## config.mk

```make
export PLATFORM = sky130hd
export DESIGN_NAME = count_event_tracker_flat
export DESIGN_NICKNAME = d
export VERILOG_FILES = /design/src/rtl/count_event_tracker_pkg.sv /design/src/rtl/count_event_tracker_if.sv /design/src/rtl/count_event_tracker_fifo.sv /design/src/rtl/count_event_tracker.sv /design/src/flat_wrapper.sv
export SDC_FILE = /design/constraint.sdc
export NUM_CORES = 1
export LEC_CHECK = 0
export BUFFER_PORTS_ARGS = -buffer_cell sky130_fd_sc_hd__buf_2
export CAP_MARGIN = 20
export CORE_ASPECT_RATIO = 0.8
export CORE_MARGIN = 4
export CORE_UTILIZATION = 37
export CTS_CLUSTER_SIZE = 10
export DETAILED_ROUTE_END_ITERATION = 10
export SLEW_MARGIN = 10
export SYNTH_ARGS = -nofsm -noshare
export SYNTH_HDL_FRONTEND = slang
export SYNTH_SLANG_ARGS = --single-unit
```

## constraint.sdc

```tcl
create_clock -name clk -period 2.38 [get_ports clk]
set_clock_uncertainty 0.1 [all_clocks]
set_input_delay 0.238 -clock clk [delete_from_list [all_inputs] [get_ports clk]]
set_output_delay 0.238 -clock clk [all_outputs]
set_load 0.05 [all_outputs]
```

## src/rtl/count_event_tracker_pkg.sv

```systemverilog
// Shared types for the counter event tracker: checker states and event record.
package count_trk_pkg;

  localparam int EVT_W = 6;

  typedef enum logic [1:0] {
    IDLE,
    TRACK,
    ERROR
  } state_t;

  typedef struct packed {
    logic       err;
    logic       wrap;
    logic       match;
    logic [2:0] val;
  } evt_t;

endpackage

```

## src/rtl/count_event_tracker_if.sv

```systemverilog
// Valid/ready event stream from the tracker to its consumer.
interface count_event_tracker_if;
  import count_trk_pkg::*;

  logic             evt_valid;
  logic             evt_ready;
  logic [EVT_W-1:0] evt_data;

  modport master (output evt_valid, output evt_data, input evt_ready);
  modport slave  (input evt_valid, input evt_data, output evt_ready);
endinterface

```

## src/rtl/count_event_tracker_fifo.sv

```systemverilog
// Small first-word-fall-through FIFO; pointers carry one extra bit for occupancy.
module count_evt_fifo
  import count_trk_pkg::*;
#(
  parameter int  DEPTH = 4,
  parameter type T     = evt_t
) (
  input  logic clk,
  input  logic reset_n,
  input  logic push,
  input  T     din,
  output logic full,
  output logic valid,
  input  logic ready,
  output T     dout
);

  localparam int AW = $clog2(DEPTH);

  T             mem [DEPTH];
  logic [AW:0]  wr_ptr;
  logic [AW:0]  rd_ptr;
  logic [AW:0]  count;
  logic         pop;
  logic         accept;

  assign count  = wr_ptr - rd_ptr;
  assign full   = (count == (AW+1)'(DEPTH));
  assign valid  = (count != '0);
  assign pop    = valid && ready;
  // A full FIFO still accepts a push when the head leaves on the same edge.
  assign accept = push && (!full || pop);
  // Head forced to zero when empty so the output reads 0 straight after reset.
  assign dout   = valid ? mem[rd_ptr[AW-1:0]] : T'('0);

  // Pointer update on push/pop.
  always_ff @(posedge clk or negedge reset_n) begin
    if (!reset_n) begin
      wr_ptr <= '0;
      rd_ptr <= '0;
    end else begin
      if (accept) wr_ptr <= wr_ptr + 1'b1;
      if (pop)    rd_ptr <= rd_ptr + 1'b1;
    end
  end

  // Storage write for accepted pushes.
  always_ff @(posedge clk) begin
    if (accept) mem[wr_ptr[AW-1:0]] <= din;
  end

endmodule

```

## src/rtl/count_event_tracker.sv

```systemverilog
// Checks a 3-bit up-counter's +1/wrap sequence and queues match/wrap/error events.
module count_event_tracker
  import count_trk_pkg::*;
#(
  parameter logic [2:0] MATCH_VAL = 3'd5,
  parameter int         WRAP_W    = 8,
  parameter int         EVT_DEPTH = 4
) (
  input  logic                  clk,
  input  logic                  reset_n,
  input  logic                  ctr_reset,
  input  logic [2:0]            c,
  input  logic                  clear_err,
  output logic                  match,
  output logic [WRAP_W-1:0]     wrap_cnt,
  output logic                  seq_err,
  output logic                  overflow,
  count_event_tracker_if.master evt
);

  state_t     state;
  logic [2:0] prev_c;
  logic       prev_rst;
  logic [2:0] exp_c;
  evt_t       ev;
  evt_t       head;
  logic       push;
  logic       full;
  logic       drop;

  assign exp_c = prev_rst ? 3'd0 : prev_c + 3'd1;

  // Event flags for the sampled value; a cycle with ctr_reset asserted raises none.
  always_comb begin
    ev     = '0;
    ev.val = c;
    if (state == TRACK && !ctr_reset) begin
      if (c != exp_c) begin
        ev.err = 1'b1;
      end else begin
        ev.wrap  = !prev_rst && (prev_c == 3'd7) && (c == 3'd0);
        ev.match = (c == MATCH_VAL);
      end
    end
  end

  assign push = ev.err || ev.wrap || ev.match;
  assign drop = push && full && !(evt.evt_valid && evt.evt_ready);

  // Checker FSM, previous-sample registers, wrap counter and sticky flags.
  always_ff @(posedge clk or negedge reset_n) begin
    if (!reset_n) begin
      state    <= IDLE;
      prev_c   <= '0;
      prev_rst <= 1'b0;
      match    <= 1'b0;
      wrap_cnt <= '0;
      seq_err  <= 1'b0;
      overflow <= 1'b0;
    end else begin
      prev_c   <= c;
      prev_rst <= ctr_reset;
      match    <= ev.match;
      case (state)
        IDLE: begin
          if (!ctr_reset) state <= TRACK;
        end
        TRACK: begin
          if (ctr_reset) begin
            wrap_cnt <= '0;
          end else if (ev.err) begin
            state <= ERROR;
          end else if (ev.wrap && (wrap_cnt != '1)) begin
            wrap_cnt <= wrap_cnt + 1'b1;
          end
        end
        ERROR: begin
          if (clear_err) state <= IDLE;
        end
        default: state <= IDLE;
      endcase
      // New violations win over a simultaneous clear.
      if (ev.err)         seq_err <= 1'b1;
      else if (clear_err) seq_err <= 1'b0;
      if (drop)           overflow <= 1'b1;
      else if (clear_err) overflow <= 1'b0;
    end
  end

  count_evt_fifo #(
    .DEPTH (EVT_DEPTH),
    .T     (evt_t)
  ) u_fifo (
    .clk     (clk),
    .reset_n (reset_n),
    .push    (push),
    .din     (ev),
    .full    (full),
    .valid   (evt.evt_valid),
    .ready   (evt.evt_ready),
    .dout    (head)
  );

  assign evt.evt_data = head;

endmodule

```

## src/flat_wrapper.sv

```systemverilog
// flat-port wrapper written by rule: the top's interface ports become plain ports
module count_event_tracker_flat import count_trk_pkg::*;
#(
  parameter logic [2:0] MATCH_VAL = 3'd5,
  parameter int         WRAP_W    = 8,
  parameter int         EVT_DEPTH = 4
)
  (clk, reset_n, ctr_reset, c, clear_err, match, wrap_cnt, seq_err, overflow, evt_evt_valid, evt_evt_data, evt_evt_ready);
  count_event_tracker_if evt_i ();
  input  logic clk;
  input  logic reset_n;
  input  logic ctr_reset;
  input  logic [2:0] c;
  input  logic clear_err;
  output logic match;
  output logic [WRAP_W-1:0] wrap_cnt;
  output logic seq_err;
  output logic overflow;
  output wire logic [$bits(evt_i.evt_valid)-1:0] evt_evt_valid;
  output wire logic [$bits(evt_i.evt_data)-1:0] evt_evt_data;
  input wire logic [$bits(evt_i.evt_ready)-1:0] evt_evt_ready;
  assign evt_evt_valid = evt_i.evt_valid;
  assign evt_evt_data = evt_i.evt_data;
  assign evt_i.evt_ready = evt_evt_ready;
  count_event_tracker #(.MATCH_VAL(MATCH_VAL), .WRAP_W(WRAP_W), .EVT_DEPTH(EVT_DEPTH)) u_core (.clk(clk), .reset_n(reset_n), .ctr_reset(ctr_reset), .c(c), .clear_err(clear_err), .match(match), .wrap_cnt(wrap_cnt), .seq_err(seq_err), .overflow(overflow), .evt(evt_i));
endmodule
```

==> results.toml <==
[status]
status = "finished clean"

[synthesis]
syn_nets = 177
synth.area.top_cells = "edfxtp_1 33%, dfrtp_1 26%, mux4_2 6.1%, ha_1 5.7%, xnor2_1 2.8%"
synth_edf_count = 24
synthTopCellsByCount = "24 x edfxtp_1, 23 x dfrtp_1, 10 x ha_1, 9 x and2_1"
syn_inst = 159
synth_simple_gate_area_share_pct = 10.1
synth_compound_gate_area_share_pct = 13.1
synth_top_family_by_area = "compound AO/OA/AOI/OAI gates"
yosys.area.top_type = "edfxtp_1"
ys_seq_elements = 47
post_synth.cell_area_avg_um2 = 13.9
synth_top_cell_area_share_pct = 32.6
ys_seq_area_share_pct = 58.6
synth_most_common_cell = "edfxtp_1"
syn_area_mm2 = 0.00221
synth_xor_area_share_pct = 3.56
async_flop_share_pct = 48.9
synth_mux_area_share_pct = 7.57
synth_fa_ha_area_share_pct = 5.65
synth-warning-count = 0
yosysUniqueCellTypes = 40
ys.flop_type = "edfxtp_1"

[floorplanning]
die_area_mm2 = 0.00729
die_height_um = 77.2
rows = 24
die_x_um = 94.5
io_pins = 26
initial_core_util_pct = 39.4
core-area_mm2 = 0.00562

[pwr]
max-vdd-ir-drop_v = 0.000496
power_frac_clock_pct = 13.7
internal_power_w = 0.00197
combPwrFrac_pct = 53.6
p_sw_w = 0.00145
swShare_pct = 42.4
power.density_mw_per_mm2 = 1250
sequentialPowerShare_pct = 32.8
power.leakage_nw = 1.17

[grt]
track_usage_pct = 13.4
met1_usage_pct = 17.6
grt_start_max_net_pins = 24
top_usage_layer = "met2"
gr-usage-met2_pct = 21.0
grt.overflow.total = 0
grt_pass1_vias = 1486
grtUsageMet3_pct = 2.94
antenna_found_initial = 0
grt_pass1_wl_um = 7380

[place]
io_buffers = 25
place_congestion = 0.806
dp_cells = 273
hpwl_um = 3280

[setup_path]
critPathMaxFanout = 4
start_kind = "flop"
endpoint_kind = "flop"
cp.arrival_ns = 2.45
worst-setup-path-type = "flop to flop"
cp_data_required_time_ns = 2.49

[timing]
timing.fmax_mhz = 427
setup_violations = 0
worst_pin_slew_ns = 0.518
timing.final.crit_share_pct = 98.4
rsz0062_at_grt = "yes"
finalHoldViolCount = 0
finalMaxSlewViolations = 0
maxSlewHeadroom_pct = 65.5
min_period_ns = 2.34

[cells_and_area]
regArea_mm2 = 0.00130
fill_cells = 506
area_growth_pct = 23.9
final_core_util_pct = 48.8
stdcell_count = 287
antennaDiodeCount = 0
multi_input_area_um2 = 920
nNetsFinal = 227
drive_above_1_share_pct = 35.9

[routing]
routed_via_density = 5.11
drc = 0
wl_per_cell_um = 15.8
via_count = 1467
antenna_left = 0
drtPass1Iterations = 4
drtIter0Drc = 79
drt-total-wl_um = 4530

[clocking]
cts_buffer_depth = 2
ctsHtreeMaxLevel = 2
clk_pin_slew_ns = 0.09
insertion_delay_ns = 0.29
root_buffer = "clkbuf_8"
cts_made_buffers = 5
clock_sinks = 47
cts_tree = "done"

[hold_path]
hp-class = "input port to flop"

[flow_run]
maxCapViolCount = 0
-- per-stage QoR --
step                      hold slack (ns)  setup WS [ns]  power (W)  setup TNS [ns]  cell area (um2)
final                              0.0676         0.0382    0.00343               0             2740
after global routing               0.0477        -0.0650    0.00365          -0.161             2740
after CTS                          0.0533         0.0385    0.00318               0             2650
after detailed placement            0.155         0.0261    0.00270               0             2550
after global placement              0.138         0.0938    0.00265               0             2550
after floorplan                    -0.158         0.0125    0.00231               0             2230
-- power groups by stage --
| stage | clock, W | combinational [W] | sequential, W |
|---|---|---|---|
| 4_1_cts | 0.000485 | 0.00157 | 0.00112 |
| 6_report | 0.000469 | 0.00184 | 0.00112 |
| 3_5_place_dp | 0 | 0.00156 | 0.00114 |
| 2_1_floorplan | 0 | 0.00109 | 0.00122 |
| 5_1_grt | 0.000524 | 0.00198 | 0.00114 |
| 3_3_place_gp | 0 | 0.00152 | 0.00113 |
-- final cells by class --
class,count,share of cell area (%)
Tap cell,78,3.56
Clock inverter,2,0.502
Clock buffer,5,2.51
Multi-Input combinational cell,103,33.5
Timing Repair Buffer,46,11.8
Inverter,6,0.822
Sequential cell,47,47.3
-- timing repair --
action,CTS,global route
setup buffers,0,6
endpoints found under the hold margin,23,0
pin swaps,0,6
setup endpoints to repair,1,13
hold buffers,1,0
resized for setup,1,19
-- critical path, stage by stage, from the launching register on --
cell       delay, ns
dfrtp_1         0.37
ha_1            0.17
ha_1            0.13
or4b_4          0.47
a311o_2         0.39
a2111oi_4       0.29
a21oi_1         0.13
a31oi_1         0.20
-- per-layer routing --
layer	wire, um	share of wire [%]	vias to the layer above
met5	0	0	-
met4	50	1.1	0
met3	140	3.1	4
met2	2180	48	34
met1	2160	48	729
li1	-	-	700
-- cell families (layout without fill, tap and decap cells) --
logic type      Yosys count  after routing
flops                    47             47
simple gates             39             39
compound gates           36             36
fa+ha+maj                10             10
xor+xnor                  9              9
mux                       9              9
buf+inv                   9             59
-- registers in the layout, summed over array words and instances, names as in the netlist --
| signal | cells |
|---|---|
| u_core.u_fifo.rd_ptr | 3 |
| u_core.prev_c | 3 |
| u_core.wrap_cnt | 8 |
| u_core.overflow | 1 |
| u_core.seq_err | 1 |
| u_core.u_fifo.mem | 24 |
| u_core.match | 1 |
| u_core.u_fifo.wr_ptr | 3 |
| u_core.prev_rst | 1 |
| u_core.state | 2 |
-- worst paths after layout --
path	slack, ns	end	start	cells past startpoint
max reg2reg	0.04	u_core.wrap_cnt[4]$_DFFE_PN0P_	u_core.prev_c[0]$_DFF_PN0_	7
max	0.04	u_core.wrap_cnt[4]$_DFFE_PN0P_	u_core.prev_c[0]$_DFF_PN0_	7
min reg2reg	0.39	u_core.u_fifo.rd_ptr[2]$_DFFE_PN0P_	u_core.u_fifo.rd_ptr[2]$_DFFE_PN0P_	1
max in group asynchronous	1.49	u_core.u_fifo.rd_ptr[2]$_DFFE_PN0P_	reset_n	2
min in group asynchronous	0.34	u_core.wrap_cnt[1]$_DFFE_PN0P_	reset_n	2
min	0.07	u_core.prev_c[0]$_DFF_PN0_	c[0]	1
-- cells in the final DEF (no fill, tap or decap), types with 3 or more instances in the layout --
cell | synthesis | layout
nor2_1 | 6 | 6
ha_1 | 10 | 10
a21oi_1 | 7 | 7
inv_1 | 6 | 5
nand2b_1 | 3 | 3
o21ai_1 | 3 | 3
clkbuf_8 | 0 | 5
nand2_1 | 6 | 6
buf_2 | 0 | 21
edfxtp_1 | 24 | 24
dfrtp_1 | 23 | 23
and2_1 | 9 | 5
a31oi_1 | 6 | 6
xnor2_1 | 7 | 5
and2_4 | 0 | 4
buf_4 | 0 | 20
a21o_1 | 6 | 6
mux4_2 | 6 | 6
No activity file was read; power rests on OpenSTA's default activity.
